[src/rtl/spike_pkt_tx_if.sv]
// Spike transmitter bus: fire-side push handshake plus Mem packet-in side.
// Master is the neuron array / Mem environment; slave is the transmitter.
interface spike_pkt_tx_if #(
  parameter int ID_Width = 4
);
  logic                Fire_Valid;
  logic [ID_Width-1:0] Fire_ID;
  logic                Fire_Ready;
  logic                Mem_Ready;
  logic [2:0]          MODE;
  logic [ID_Width-1:0] PacketID_Out;
  logic                Pkt_Valid;

  modport master (
    output Fire_Valid, Fire_ID, Mem_Ready,
    input  Fire_Ready, MODE, PacketID_Out, Pkt_Valid
  );

  modport slave (
    input  Fire_Valid, Fire_ID, Mem_Ready,
    output Fire_Ready, MODE, PacketID_Out, Pkt_Valid
  );
endinterface

[src/rtl/spike_pkt_tx.sv]
// Spike packet transmitter: FIFO of fired IDs issued to Mem in MODE_F.
// Optional SPIKE_TX_STATS_EN adds a saturating Tx_Count of issued packets.
module spike_pkt_tx #(
  parameter int ID_Width    = 4,
  parameter int FIFO_AW     = 3,
  parameter int FIRE_CYCLES = 2
) (
  input  logic               clk,
  input  logic               rst_n,
  spike_pkt_tx_if.slave      bus,
  input  logic               Flush,
  output logic [FIFO_AW:0]   Fifo_Count,
  output logic               Busy
`ifdef SPIKE_TX_STATS_EN
  ,
  output logic [15:0]        Tx_Count
`endif
);

  localparam int DEPTH = 1 << FIFO_AW;
  localparam int CW    = FIFO_AW + 1;
  localparam int HW    = (FIRE_CYCLES > 1) ? $clog2(FIRE_CYCLES) : 1;
  localparam logic [HW-1:0] HOLD_INIT = HW'(FIRE_CYCLES - 1);
  localparam logic [2:0] MODE_I = 3'b000;
  localparam logic [2:0] MODE_F = 3'b011;

  typedef enum logic {IDLE, FIRE} state_t;

  logic [ID_Width-1:0] mem [DEPTH];
  logic [FIFO_AW-1:0]  wr_ptr, rd_ptr;
  logic [CW-1:0]       count;
  logic                full, push, pop, can_pop;

  state_t              state, state_n;
  logic [HW-1:0]       hold, hold_n;
  logic [2:0]          mode_q, mode_n;
  logic [ID_Width-1:0] pid_q, pid_n;
  logic                pv_q, pv_n;

  assign full           = (count == CW'(DEPTH));
  assign bus.Fire_Ready = rst_n & ~full & ~Flush;
  assign push           = bus.Fire_Valid & bus.Fire_Ready;
  assign can_pop        = (count != '0) & bus.Mem_Ready & ~Flush;

  // FIFO storage; contents need no reset, pointers gate validity
  always_ff @(posedge clk) begin
    if (push) mem[wr_ptr] <= bus.Fire_ID;
  end

  // FIFO pointers and occupancy; flush discards everything queued
  always_ff @(posedge clk or negedge rst_n) begin
    if (!rst_n) begin
      wr_ptr <= '0;
      rd_ptr <= '0;
      count  <= '0;
    end else if (Flush) begin
      rd_ptr <= wr_ptr;
      count  <= '0;
    end else begin
      if (push) wr_ptr <= wr_ptr + 1'b1;
      if (pop)  rd_ptr <= rd_ptr + 1'b1;
      count <= count + CW'(push) - CW'(pop);
    end
  end

  // Issue FSM: pop head, hold it FIRE_CYCLES, chain back-to-back
  always_comb begin
    state_n = state;
    hold_n  = hold;
    pop     = 1'b0;
    mode_n  = mode_q;
    pid_n   = pid_q;
    pv_n    = pv_q;
    unique case (state)
      IDLE: begin
        if (can_pop) begin
          pop     = 1'b1;
          pid_n   = mem[rd_ptr];
          mode_n  = MODE_F;
          pv_n    = 1'b1;
          hold_n  = HOLD_INIT;
          state_n = FIRE;
        end
      end
      FIRE: begin
        if (hold != '0) begin
          hold_n = hold - HW'(1);
        end else if (can_pop) begin
          pop    = 1'b1;
          pid_n  = mem[rd_ptr];
          hold_n = HOLD_INIT;
        end else begin
          mode_n  = MODE_I;
          pv_n    = 1'b0;
          state_n = IDLE;
        end
      end
    endcase
  end

  // FSM state and registered Mem-side outputs
  always_ff @(posedge clk or negedge rst_n) begin
    if (!rst_n) begin
      state  <= IDLE;
      hold   <= '0;
      mode_q <= MODE_I;
      pid_q  <= '0;
      pv_q   <= 1'b0;
    end else begin
      state  <= state_n;
      hold   <= hold_n;
      mode_q <= mode_n;
      pid_q  <= pid_n;
      pv_q   <= pv_n;
    end
  end

  assign bus.MODE         = mode_q;
  assign bus.PacketID_Out = pid_q;
  assign bus.Pkt_Valid    = pv_q;
  assign Fifo_Count       = count;
  assign Busy             = pv_q | (count != '0);

`ifdef SPIKE_TX_STATS_EN
  logic [15:0] tx_cnt;

  // Count issued packets, sticking at all-ones
  always_ff @(posedge clk or negedge rst_n) begin
    if (!rst_n) begin
      tx_cnt <= '0;
    end else if (pop && tx_cnt != 16'hFFFF) begin
      tx_cnt <= tx_cnt + 16'd1;
    end
  end

  assign Tx_Count = tx_cnt;
`endif

endmodule

[src/flat_wrapper.sv]
// flat-port wrapper written by rule: the top's interface ports become plain ports
module spike_pkt_tx_flat 
#(
  parameter int ID_Width    = 4,
  parameter int FIFO_AW     = 3,
  parameter int FIRE_CYCLES = 2
)
  (clk, rst_n, Flush, Fifo_Count, Busy, bus_Fire_Valid, bus_Fire_ID, bus_Mem_Ready, bus_Fire_Ready, bus_MODE, bus_PacketID_Out, bus_Pkt_Valid);
  spike_pkt_tx_if #(.ID_Width(ID_Width)) bus_i ();
  input  logic clk;
  input  logic rst_n;
  input  logic Flush;
  output logic [FIFO_AW:0] Fifo_Count;
  output logic Busy;
  input wire logic [$bits(bus_i.Fire_Valid)-1:0] bus_Fire_Valid;
  input wire logic [$bits(bus_i.Fire_ID)-1:0] bus_Fire_ID;
  input wire logic [$bits(bus_i.Mem_Ready)-1:0] bus_Mem_Ready;
  output wire logic [$bits(bus_i.Fire_Ready)-1:0] bus_Fire_Ready;
  output wire logic [$bits(bus_i.MODE)-1:0] bus_MODE;
  output wire logic [$bits(bus_i.PacketID_Out)-1:0] bus_PacketID_Out;
  output wire logic [$bits(bus_i.Pkt_Valid)-1:0] bus_Pkt_Valid;
  assign bus_i.Fire_Valid = bus_Fire_Valid;
  assign bus_i.Fire_ID = bus_Fire_ID;
  assign bus_i.Mem_Ready = bus_Mem_Ready;
  assign bus_Fire_Ready = bus_i.Fire_Ready;
  assign bus_MODE = bus_i.MODE;
  assign bus_PacketID_Out = bus_i.PacketID_Out;
  assign bus_Pkt_Valid = bus_i.Pkt_Valid;
  spike_pkt_tx #(.ID_Width(ID_Width), .FIFO_AW(FIFO_AW), .FIRE_CYCLES(FIRE_CYCLES)) u_core (.clk(clk), .rst_n(rst_n), .bus(bus_i), .Flush(Flush), .Fifo_Count(Fifo_Count), .Busy(Busy));
endmodule
[config.mk]
export PLATFORM = sky130hd
export DESIGN_NAME = spike_pkt_tx_flat
export DESIGN_NICKNAME = d
export VERILOG_FILES = /design/src/rtl/spike_pkt_tx_if.sv /design/src/rtl/spike_pkt_tx.sv /design/src/flat_wrapper.sv
export SDC_FILE = /design/constraint.sdc
export NUM_CORES = 1
export LEC_CHECK = 0
export ABC_AREA = 1
export BUFFER_PORTS_ARGS = -buffer_cell sky130_fd_sc_hd__buf_4
export CORE_MARGIN = 2
export CORE_UTILIZATION = 40
export DETAILED_ROUTE_END_ITERATION = 6
export GPL_TIMING_DRIVEN = 0
export PLACE_DENSITY_LB_ADDON = 0.05
export SYNTH_ARGS = -nofsm -noshare
export SYNTH_HDL_FRONTEND = slang
export SYNTH_SLANG_ARGS = --single-unit
[constraint.sdc]
create_clock -name clk -period 2.9 [get_ports clk]
set_input_delay 0.29 -clock clk [delete_from_list [all_inputs] [get_ports clk]]
set_output_delay 0.29 -clock clk [all_outputs]
set_load 0.05 [all_outputs]
# Word level (Yosys, flattened, before mapping)

Memory sizes are Yosys's and may differ from the RTL's.
Index checks and enable logic that the tools add are counted.

Add/sub/neg operators: 5
Multiply operators: 0
Div/mod/pow operators: 0
$lt $le $gt $ge: 0
Equality and inequality tests: 4
Shifts and indexed selects: 0
Multiplexer cells: 23
Bitwise operators: 9
Reduce and logical (&&, ||, !) cells: 4

Operators by type and width:

| cell                | number |
|---|---|
| $mux 3              | 5 |
| $mux 4              | 3 |
| $mux 1              | 9 |
| $pmux 1 s2          | 4 |
| $pmux 4 s2          | 1 |
| $add 3x1->3 const B | 2 |
| $pmux 3 s2          | 1 |
| $and 1x1->1         | 5 |
| $add 4x1->4         | 1 |
| $eq 4x4->1 const B  | 1 |
| $ne 2x2->1 const B  | 2 |
| $reduce_bool 4->1   | 1 |
| $sub 4x1->4         | 1 |
| $not 1->1           | 3 |
| $reduce_and 3->1    | 1 |
| $ne 2x1->1 const B  | 1 |
| $reduce_and 2->1    | 1 |
| $reduce_bool 2->1   | 1 |
| $or 1x1->1          | 1 |
| $sub 1x1->1 const B | 1 |

Register bits: 20
Latch bits: 0
RAM bits: 32
ROM bits: 0
Input port bits: 9
Logic and storage cells: 54
Memories: 1

Memories:

| memory     | words | width | read ports | clocked after memory_dff | write ports | RTL line           | RTL |
|---|---|---|---|---|---|---|---|
| u_core.mem | 8     | 4     | 1          | 0                        | 1           | spike_pkt_tx.sv:29 | `logic [ID_Width-1:0] mem [DEPTH];` |

# Longest topological paths before layout

Gate-level depths: netlist (run 1).

Depth after elaboration: 8
Gate-level depth with buffers: 13

# Worst setup path before layout (run 1)

OpenSTA, ideal clock, no wires.

Kind: reg-to-reg
Start: register u_core.count[2] (netlist: u_core.Fifo_Count[2])
End: register u_core.count[2] (netlist: u_core.Fifo_Count[2])
Setup time: 0.119 ns
Data arrival time: 2.233 ns
Slack: 0.548 ns
Cell stages (with the launch flop): 12
Path buffers: 0
Period minus slack after synthesis: 2.352 ns
Path through: dfrtp_1 -> inv_1 -> ha_1 -> nand3_2 -> nand3_4 -> inv_2 -> ha_1 -> inv_1 -> ha_1 -> fa_1 -> xnor2_1 -> nor2_1

Longest elaborated chain between the ends: 8

Ends and longest elaborated chain:

| what                                            | RTL line                                                   | RTL |
|---|---|---|
| start: declaration                              | spike_pkt_tx.sv:31                                         | `logic [CW-1:0] count;` |
| start signal: assignment                        | spike_pkt_tx.sv:62                                         | `count <= count + CW'(push) - CW'(pop);` |
| $eq 4x4->1 or $reduce_bool 4->1 (tied branches) | spike_pkt_tx.sv:40, spike_pkt_tx.sv:43                     |  |
| $not 1->1 or $and 1x1->1 (tied branches)        | spike_pkt_tx.sv:41, spike_pkt_tx.sv:43                     |  |
| $and 1x1->1 (on tied branches)                  | spike_pkt_tx.sv:41, spike_pkt_tx.sv:43                     |  |
| $and 1x1->1 or $mux 1 (tied branches)           | spike_pkt_tx.sv:41, spike_pkt_tx.sv:76, spike_pkt_tx.sv:88 |  |
| $and 1x1->1 or $mux 1 (tied branches)           | spike_pkt_tx.sv:42, spike_pkt_tx.sv:86                     |  |
| $add 4x1->4 or $pmux 1 s2 (tied branches)       | spike_pkt_tx.sv:62, spike_pkt_tx.sv:74                     |  |
| $sub 4x1->4 (*)                                 | spike_pkt_tx.sv:62                                         |  |
| $mux 4 (*)                                      | spike_pkt_tx.sv:56                                         | `end else if (Flush) begin` |

Every way passes the cells marked *; elsewhere a longest branch is shown, timed or not.
A chain may end at the register's enable or synchronous reset.

# Worst setup path after layout (run 1)

Same ends and word-level chain as after synthesis.

==> results.toml, run 1 <==
[global_routing]
track_usage_pct = 15.5
grtUsageMet1_pct = 21.9
grt-busiest-layer = "met2"
grt_pass1_wl_um = 7470
antenna_found_initial = 0
gr-usage-met2_pct = 24.3
met3_usage_pct = 3.26
grt_pass1_vias = 1450
grt_max_degree = 20
grt_overflow = 0

[yosys]
ys_seq_elements = 49
netlist_area_sq_mm = 0.00245
synthFlopType = "edfxtp_1"
yosysWarnings = 0
ys_seq_area_share_pct = 56.7
syn-instance-count = 242
synth_edf_count = 32
ys_types = 30
netlist.area_leader.share_pct = 39.3
synthTopCellsByArea = "edfxtp_1 (39%), dfrtp_1 (17%), nand2_1 (8.9%)"
synthArstFlopShare_pct = 34.7
yosysMostFrequentCell = "nand2_1"
synth_common_cells = "nand2_1 (58), inv_1 (38), edfxtp_1 (32)"
avgSynthCellArea_sq_um = 10.1
syn_nets = 260
synth_top_area_cell = "edfxtp_1"

[clock_tree]
clock_sinks = 49
clock-root-buffer = "clkbuf_8"
clk_pin_slew_worst_paths_ns = 0.09
cts_setup_buffers = 0
numCtsBuffers = 5
clk_latency_ns = 0.30
clockBufferDepth = 2
htreeDepth = 2
cts_tree = "yes"

[timing]
maxSlewHeadroom_pct = 44.5
fin_skew_ns = 0.00763
rsz0062_at_grt = "no"
setup_violations = 0
max_freq_mhz = 444
finalCritPeriodShare_pct = 77.6
hold_ws_ns = 0.225
worst_slack_ns = 0.649
tns_ns = 0
layout_min_cycle_time_ns = 2.25
slew_viol_final = 0
tightest_slew_ns = 0.826
hold_violations = 0

[route]
wl_per_cell_um = 13.1
vias = 1591
drtIter0Drc = 86
wirelength_um = 4540
dr.pass1.iters = 4
vias_per_cell = 4.60
ant_nets = 0
drc = 0

[power_and_ir_drop]
p_sw_share_pct = 41.6
pwr-share-seq_pct = 35.8
internal_power_mw = 1.55
p_switching_mw = 1.10
p_leak_nw = 1.29
power_frac_clock_pct = 18.4
ir_worst_vdd_v = 0.000446
power_frac_comb_pct = 45.8
powerDensity_mw_per_mm2 = 943
power_mw = 2.65

[setup_path]
path_max_fanout = 8
r2r-start = "u_core.Fifo_Count[2]"
critPathKind = "reg -> reg"
crit_path_end_kind = "flip-flop"
arrival_ns = 2.44
reg2reg_depth = 11
cp.required_ns = 3.09
critPathLaunchType = "flip-flop"
rrSetupSlack_ns = 0.65
reg2reg_to = "u_core.Fifo_Count[2]"

[placed_design]
place.detailed.hpwl_um = 3300
gp_congestion = 0.711
place_ws_ns = 0.635
port_buffers = 20

[status]
status = "finished, final reports clean"

[finish]
area_growth_pct = 15.0
register_area_sq_mm = 0.00139
fin_nets = 288
diodes = 0
multiInputGateArea_sq_um = 788
drive_gt1_share_pct = 22.1
n_fill_cell = 601
post-route-util_pct = 47.5

[floorplan]
die_w_um = 82.2
dieArea_sq_mm = 0.00676
core_area_sq_mm = 0.00592
io-pin-count = 23
dieHeight_um = 82.2
start_util_pct = 41.3
rows = 28

[min_path]
hp-start = "Flush"
hold_depth = 2
min_path_type = "in -> reg"
hold-path-endpoint = "u_core.Fifo_Count[0]"

[job]
maxCapViolations = 0
power groups by stage:
stage | combinational (mW) | clock (mW) | sequential (mW)
after global placement | 1.22 | 0 | 0.964
after global routing | 1.37 | 0.528 | 0.968
after floorplan | 0.750 | 0 | 1.12
final | 1.21 | 0.489 | 0.950
after detailed placement | 1.22 | 0 | 0.966
after CTS | 1.23 | 0.495 | 0.951
cells by family after synthesis:
logic type / synth area share (%)
AND/OR/NAND/NOR: 23.3
adder cells (fa/ha/maj): 4.91
buffers and inverters: 11.1
XOR/XNOR: 1.43
flip-flops: 56.7
other: 0.153
AO/OA/AOI/OAI: 2.46
critical path, stage by stage, from the launching register on:
cell and delay [ns]:
dfrtp_1 0.38, inv_1 0.10, ha_1 0.17, nand3_2 0.14, nand3_4 0.14, inv_2 0.09
ha_1 0.27, inv_1 0.04, ha_1 0.21, fa_1 0.38, xnor2_1 0.17, nor2_1 0.05
registers in the layout, summed over array words and instances, names as in the netlist:
name,flops
u_core.Fifo_Count,4
u_core.hold,1
u_core.mem,32
u_core.bus.MODE,1
u_core.rd_ptr,3
u_core.state,1
u_core.bus.PacketID_Out,4
u_core.wr_ptr,3
layer usage:
metal,share of wire [%],vias to the layer above,wire [um]
li1,-,827,-
met1,48,726,2200
met2,45,33,2060
met3,4.9,5,223
met4,1.3,0,57
met5,0,-,0
area by class of cell:
type	count	share of cell area [%]
Sequential cell	49	49.3
Tap cell	75	3.34
Buffer	10	3.56
Timing Repair Buffer	21	5.69
Inverter	43	6.09
Clock inverter	3	1.56
Clock buffer	5	2.45
Multi-Input combinational cell	140	28.0
placed cells by master (no fill, tap or decap), types with 2 or more instances in the layout:
cell type   n
a21oi_1     2
buf_4      24
buf_6       4
clkbuf_8    5
dfrtp_1    17
edfxtp_1   32
ha_1        8
inv_1      38
inv_2       3
inv_6       3
nand2_1    58
nand2_2    10
nand3_1    25
nand3_2     3
nor2_1      6
nor3_1      8
o21ai_0     4
o21ai_1     3
xnor2_1     3
through the flow:
stage,std cells,instance area [sq um]
after CTS,346,2810
after global routing,346,2810
after floorplan,242,2450
final,346,2810
after global placement,337,2690
after detailed placement,337,2690
how the worst max path moves through the flow:
| stage | startpoint | end | slack, ns |
|---|---|---|---|
| 2_1_floorplan | u_core.Fifo_Count[2] | u_core.Fifo_Count[2] | 0.55 |
| 3_3_place_gp | u_core.Fifo_Count[2] | u_core.Fifo_Count[2] | 0.63 |
| 3_5_place_dp | u_core.Fifo_Count[2] | u_core.Fifo_Count[2] | 0.64 |
| 4_1_cts | u_core.Fifo_Count[2] | u_core.Fifo_Count[2] | 0.62 |
| 5_1_grt | u_core.Fifo_Count[2] | u_core.Fifo_Count[2] | 0.42 |
| 6_report | u_core.Fifo_Count[2] | u_core.Fifo_Count[2] | 0.65 |
repair_timing:
| item | 4_1_cts | 5_1_grt |
|---|---|---|
| hold endpoints to repair | 17 | 0 |
| gates resized for setup | 0 | 0 |
| hold buffers | 1 | 0 |
(Power assumes the default switching activity.)
==> run 2: changes to the inputs <==
--- a/config.mk
+++ b/config.mk
@@ -5,7 +5,7 @@
 export SDC_FILE = /design/constraint.sdc
 export NUM_CORES = 1
 export LEC_CHECK = 0
-export ABC_AREA = 1
+export ABC_AREA = 0
 export BUFFER_PORTS_ARGS = -buffer_cell sky130_fd_sc_hd__buf_4
 export CORE_MARGIN = 2
 export CORE_UTILIZATION = 40
==> constraint.sdc (replaced) <==
create_clock -name clk -period 1.8 [get_ports clk]
set_input_delay 0.18 -clock clk [delete_from_list [all_inputs] [get_ports clk]]
set_output_delay 0.18 -clock clk [all_outputs]
set_load 0.05 [all_outputs]
==> run 2 against run 1 <==
  * The flow now finishes with violations (negative setup slack)
  * Global-route usage rose by 0.60 points
  * Critical path type unchanged
  * Synthesized cell count shrank 40%
  * Fmax is 4.2% lower
  * Via count shrank 19%
  * Critical path depth is the same
  * Power grew 71%
  * Largest cell class unchanged
==> results.toml, run 2 <==
[status]
status = "finished with violations"
violations = "negative setup slack"

[job]
maxCapViolations = 0

[yosys]
synth_common_cells = "edfxtp_1 (32), dfrtp_1 (17), nand2_1 (12)"
synth_simple_gate_area_share_pct = 8.41
synthAdderAreaFrac_pct = 5.57
ys_types = 33
synthTopCellsByArea = "edfxtp_1 (45%), dfrtp_1 (20%), mux4_2 (8.3%)"
syn_nets = 162
synth_edf_count = 32
netlist.area_leader.share_pct = 44.5
netlist_area_sq_mm = 0.00216
synth_top_family_by_area = "multiplexers"
synth_top_area_cell = "edfxtp_1"
avgSynthCellArea_sq_um = 15.0
synth_compound_area_share_pct = 3.25
yosys-mux-area-fraction_pct = 12.2
synthXorXnorAreaFrac_pct = 2.03
synthFlopType = "edfxtp_1"
synthArstFlopShare_pct = 34.7
yosysWarnings = 0
syn-instance-count = 144
ys_seq_elements = 49
ys_seq_area_share_pct = 64.2
yosysMostFrequentCell = "edfxtp_1"

[placed_design]
gp_congestion = 0.683
place.detailed.hpwl_um = 2990
port_buffers = 21
post_dp_cell_area_sq_mm = 0.00247

[setup_path]
crit_path_end_kind = "flip-flop"
arrival_ns = 2.58
cp.required_ns = 2.04
critPathLaunchType = "flip-flop"
critPathKind = "reg -> reg"
path_max_fanout = 2

[clock_tree]
clock_sinks = 49
clk_latency_ns = 0.30
clockBufferDepth = 2
clock-root-buffer = "clkbuf_8"
htreeDepth = 2
numCtsBuffers = 5
clk_pin_slew_worst_paths_ns = 0.08
cts_tree = "yes"

[power_and_ir_drop]
power_frac_clock_pct = 16.8
pwr-share-seq_pct = 36.5
internal_power_mw = 2.75
powerDensity_mw_per_mm2 = 1570
p_leak_nw = 1.13
p_switching_mw = 1.79
p_sw_share_pct = 39.4
ir_worst_vdd_v = 0.000773
power_frac_comb_pct = 46.7

[timing]
worst_slack_ns = -0.550
setup_violations = 13
hold_ws_ns = 0.107
finalCritPeriodShare_pct = 131
rsz0062_at_grt = "yes"
slew_viol_final = 0
max_freq_mhz = 426
hold_violations = 0
maxSlewHeadroom_pct = 44.1
layout_min_cycle_time_ns = 2.35
tightest_slew_ns = 0.835
fin_skew_ns = 0.00311

[finish]
final_cell_area_sq_mm = 0.00288
register_area_sq_mm = 0.00139
multiInputGateArea_sq_um = 868
largest_register = "u_core.mem"
final_common_cell = "buf_4"
n_fill_cell = 419
fin_nets = 210
area_growth_pct = 33.4
largest_reg_flops = 32
diodes = 0
drive_gt1_share_pct = 48.2
final_cell_mix = "buf_4 (39), edfxtp_1 (32), dfrtp_1 (15)"

[route]
drc = 0
wirelength_um = 4390
wl_per_cell_um = 16.7
drtIter0Drc = 52
ant_nets = 0
vias = 1292
vias_per_cell = 4.91
dr.pass1.iters = 4

[global_routing]
track_usage_pct = 16.1
grt_pass1_vias = 1349
grt_pass1_wl_um = 7100
grt_max_degree = 18
antenna_found_initial = 0
grt_overflow = 0

[floorplan]
start_util_pct = 41.7
core_area_sq_mm = 0.00517
dieHeight_um = 77.5
dieArea_sq_mm = 0.00600
die_w_um = 77.5
io-pin-count = 23
rows = 26

[min_path]
min_path_type = "in -> reg"
-- run 2: cell types whose count changed in the layout (fill, tap and decap cells not counted), moves of 4 or more --
cell | previous run | this run
inv_4 | 0 | 4
mux2i_1 | 0 | 5
nand2_1 | 58 | 10
inv_1 | 38 | 3
nand2_2 | 10 | 0
nor3_4 | 0 | 4
ha_1 | 8 | 4
ha_4 | 0 | 4
o21ai_0 | 4 | 0
mux4_2 | 0 | 8
nand3_1 | 25 | 1
nor3_1 | 8 | 0
buf_4 | 24 | 39
-- run 2: cell type report --
cell class | count | share of cell area [%]
plain buffers | 8 | 2.04
clock buffers | 6 | 2.52
clock inverters | 2 | 1.22
inverters | 9 | 1.52
multi-input cells | 78 | 30.1
flip-flops and latches | 49 | 48.2
well taps | 70 | 3.04
repair buffers | 41 | 11.3
-- run 2: per-layer routing --
metal | routed length (um) | track usage, % | part of all wire, % | up-vias
li1 | - | - | - | 614
met1 | 1940 | 21.2 | 44 | 651
met2 | 2250 | 26.2 | 51 | 21
met3 | 162 | 5.00 | 3.7 | 6
met4 | 39 | 3.93 | 0.89 | 0
met5 | 0 | 0 | 0 | -
-- run 2: cells by family (layout without fill, tap and decap cells) --
family                     after synthesis  count (layout)
xor gates and xnor gates                 5               5
DFF                                     49              49
and+or+nand+nor                         35              35
buffers and inverters                   17              66
AOI/OAI and AO/OA                       12              12
other                                    1               1
adders and majority gates                9               9
muxes                                   16              16
-- run 2: worst max-delay path, stage by stage, from the launching register on --
cell and delay [ns]:
dfrtp_2 0.43, inv_4 0.07, ha_4 0.11, or3b_4 0.38
nand3_2 0.09, buf_6 0.12, inv_4 0.03, ha_4 0.24
inv_2 0.03, ha_4 0.15, fa_2 0.51, nor2b_1 0.12
-- run 2: path summary, 6_finish.rpt --
check                                                start                          to  slack, ns  cells past startpoint
worst max-delay path                  u_core.Fifo_Count[2]        u_core.Fifo_Count[1]      -0.55                     11
worst min-delay path                        bus_Fire_ID[0]            u_core.mem[6][0]       0.11                      1
worst max register to register        u_core.Fifo_Count[2]        u_core.Fifo_Count[1]      -0.55                     11
worst min register to register  u_core.bus.PacketID_Out[1]  u_core.bus.PacketID_Out[1]       0.49                      2
max in group asynchronous                            rst_n        u_core.Fifo_Count[2]       0.70                      2
min in group asynchronous                            rst_n                 u_core.hold       0.53                      2
-- run 2: repair_timing --
| item | in CTS | in global routing |
|---|---|---|
| setup endpoints to repair | 37 | 27 |
| hold buffers | 1 | 0 |
| cloned | 0 | 0 |
| endpoints found under the hold margin | 17 | 0 |
| buffers inserted | 16 | 4 |
| pin swaps | 7 | 10 |
| gates resized for setup | 27 | 5 |
-- run 2: per-stage QoR --
step	utilization, %	power (mW)	instances	setup slack (ns)	TNS, ns
after floorplan	-	2.99	144	-0.687	-16.10
after global placement	47.8	3.41	235	-0.629	-6.62
after detailed placement	47.8	3.48	235	-0.667	-8.70
after CTS	54.7	4.51	260	-0.560	-2.50
after global routing	55.7	4.81	263	-0.630	-3.48
final	55.7	4.53	263	-0.550	-2.44
-- run 2: power groups by stage --
stage / combinational (mW) / sequential (mW) / clock (mW)
global route: 2.31 / 1.68 / 0.827
detailed placement: 1.86 / 1.62 / 0
floorplan: 1.13 / 1.86 / 0
CTS: 2.10 / 1.64 / 0.773
finish: 2.12 / 1.66 / 0.760
global placement: 1.81 / 1.60 / 0
==> run 3: changes to the inputs <==
--- a/config.mk
+++ b/config.mk
@@ -5,8 +5,9 @@
 export SDC_FILE = /design/constraint.sdc
 export NUM_CORES = 1
 export LEC_CHECK = 0
-export ABC_AREA = 0
+export ABC_AREA = 1
 export BUFFER_PORTS_ARGS = -buffer_cell sky130_fd_sc_hd__buf_4
+export CORE_ASPECT_RATIO = 0.7
 export CORE_MARGIN = 2
 export CORE_UTILIZATION = 40
 export DETAILED_ROUTE_END_ITERATION = 6
==> run 3 against run 2 <==
  * The run still ends with negative setup slack left
  * Core utilization decreased by 3.9 points
  * Die area increased by 13%
  * Critical path depth unchanged
  * Critical endpoint unchanged
==> results.toml, run 3 (synthesis gave the netlist of run 1 again) <==
[timing]
fin_skew_ns = 0.00829
finalCritPeriodShare_pct = 111
max_freq_mhz = 502
setup_violations = 3
rsz0062_at_grt = "yes"
tns_ns = -0.416
layout_min_cycle_time_ns = 1.99
slew_viol_final = 0
worst_slack_ns = -0.192
hold_violations = 0

[global_routing]
grt_pass1_wl_um = 8060
track_usage_pct = 15.6
grt_max_degree = 20
grt_overflow = 0
grt_pass1_vias = 1521
antenna_found_initial = 0

[finish]
final_cells = 350
largest_reg_flops = 32
n_fill_cell = 563
drive_gt1_share_pct = 32.4
fin_nets = 293
final_cell_mix = "nand2_1 (58), inv_1 (33), edfxtp_1 (32)"
post-route-util_pct = 51.8
final_common_cell = "nand2_1"
multiInputGateArea_sq_um = 956
area_growth_pct = 23.1
largest_register = "u_core.mem"
register_area_sq_mm = 0.00139
diodes = 0

[min_path]
min_path_type = "in -> reg"

[route]
drc = 0
vias = 1627
dr.pass1.iters = 4
wirelength_um = 4880
wl_per_cell_um = 13.9
ant_nets = 0
drtIter0Drc = 72
vias_per_cell = 4.65

[floorplan]
die_w_um = 97.5
start_util_pct = 42.1
core_area_sq_mm = 0.00581
dieHeight_um = 69.4
io-pin-count = 23
rows = 23
dieArea_sq_mm = 0.00677

[power_and_ir_drop]
powerDensity_mw_per_mm2 = 1490
p_leak_nw = 1.35
ir_worst_vdd_v = 0.000559

[clock_tree]
clk_pin_slew_worst_paths_ns = 0.09
htreeDepth = 2
clock_sinks = 49
clk_latency_ns = 0.30
cts_tree = "yes"
clockBufferDepth = 2
numCtsBuffers = 5
clock-root-buffer = "clkbuf_8"

[setup_path]
critPathMaxStageDelay_ns = 0.51
cp_cell_sequence = "inv_4 -> ha_4 -> nand3_4 -> nand3_4 -> inv_6 -> ha_4 -> inv_2 -> ha_4 -> fa_2 -> inv_1 -> nor2_1"
arrival_ns = 2.22
crit_path_end_kind = "flip-flop"
worst_path_most_repeated_cell = "ha_4"
cp.required_ns = 2.03
critPathLaunchType = "flip-flop"
path_max_fanout = 3
path_buf_inv = 4
cp_slowest_cell = "fa_2"
critPathKind = "reg -> reg"
crit_family = "adder cells"

[placed_design]
dp_cells = 337
port_buffers = 20
place.detailed.hpwl_um = 3580
gp_congestion = 0.752

[job]
maxCapViolations = 0

[status]
violations = "negative setup slack"
status = "finished with violations"
-- run 3: final timing paths --
check | startpoint | to | slack, ns | cells past startpoint
worst max-delay path | u_core.Fifo_Count[2] | u_core.Fifo_Count[1] | -0.19 | 11
min in group asynchronous | rst_n | u_core.wr_ptr[0] | 0.31 | 2
max in group asynchronous | rst_n | u_core.Fifo_Count[0] | 1.26 | 2
worst min-delay path | Flush | u_core.Fifo_Count[2] | 0.11 | 2
worst max register to register | u_core.Fifo_Count[2] | u_core.Fifo_Count[1] | -0.19 | 11
worst min register to register | u_core.state | u_core.bus.MODE[0] | 0.47 | 1
-- run 3: cell type report --
type,count,share of cell area [%]
clock buffer,5,2.29
buffer,10,3.62
inverter,43,5.94
sequential,49,46.2
tap,75,3.12
clock inverter,2,0.374
multi-input combinational,140,31.8
timing repair buffer,26,6.69
-- run 3: repair_timing --
item                                    4_1_cts  5_1_grt
resized for setup                            10        8
endpoints found under the hold margin        17        0
pin swaps                                     6        2
hold buffers                                  1        0
endpoints found under the setup margin        3       31
buffers inserted                              3        2
-- run 3: where the power goes --
| group | internal (mW) | total [mW] | switching, mW |
|---|---|---|---|
| logic | 0.850 | 2.30 | 1.45 |
| clock network | 0.261 | 0.610 | 0.349 |
| registers | 1.40 | 1.57 | 0.172 |
-- run 3: through the flow --
step	power, mW	hold WS (ns)	cell area [sq um]	worst slack [ns]
6_report	4.48	0.110	3010	-0.192
3_3_place_gp	3.65	0.0794	2790	-0.316
3_5_place_dp	3.68	0.0829	2790	-0.321
2_1_floorplan	3.15	-0.116	2540	-0.361
5_1_grt	4.84	0.112	3010	-0.296
4_1_cts	4.40	0.105	2950	-0.206
-- run 3: routing by layer --
metal  share of wire, %  up-vias  track usage [%]  wire length [um]
li1                   -      837                -                 -
met1                 54      764             25.2              2630
met2                 42       24             21.0              2050
met3                3.5        2             3.53               171
met4               0.53        0             3.70                26
met5                  0        -                0                 0
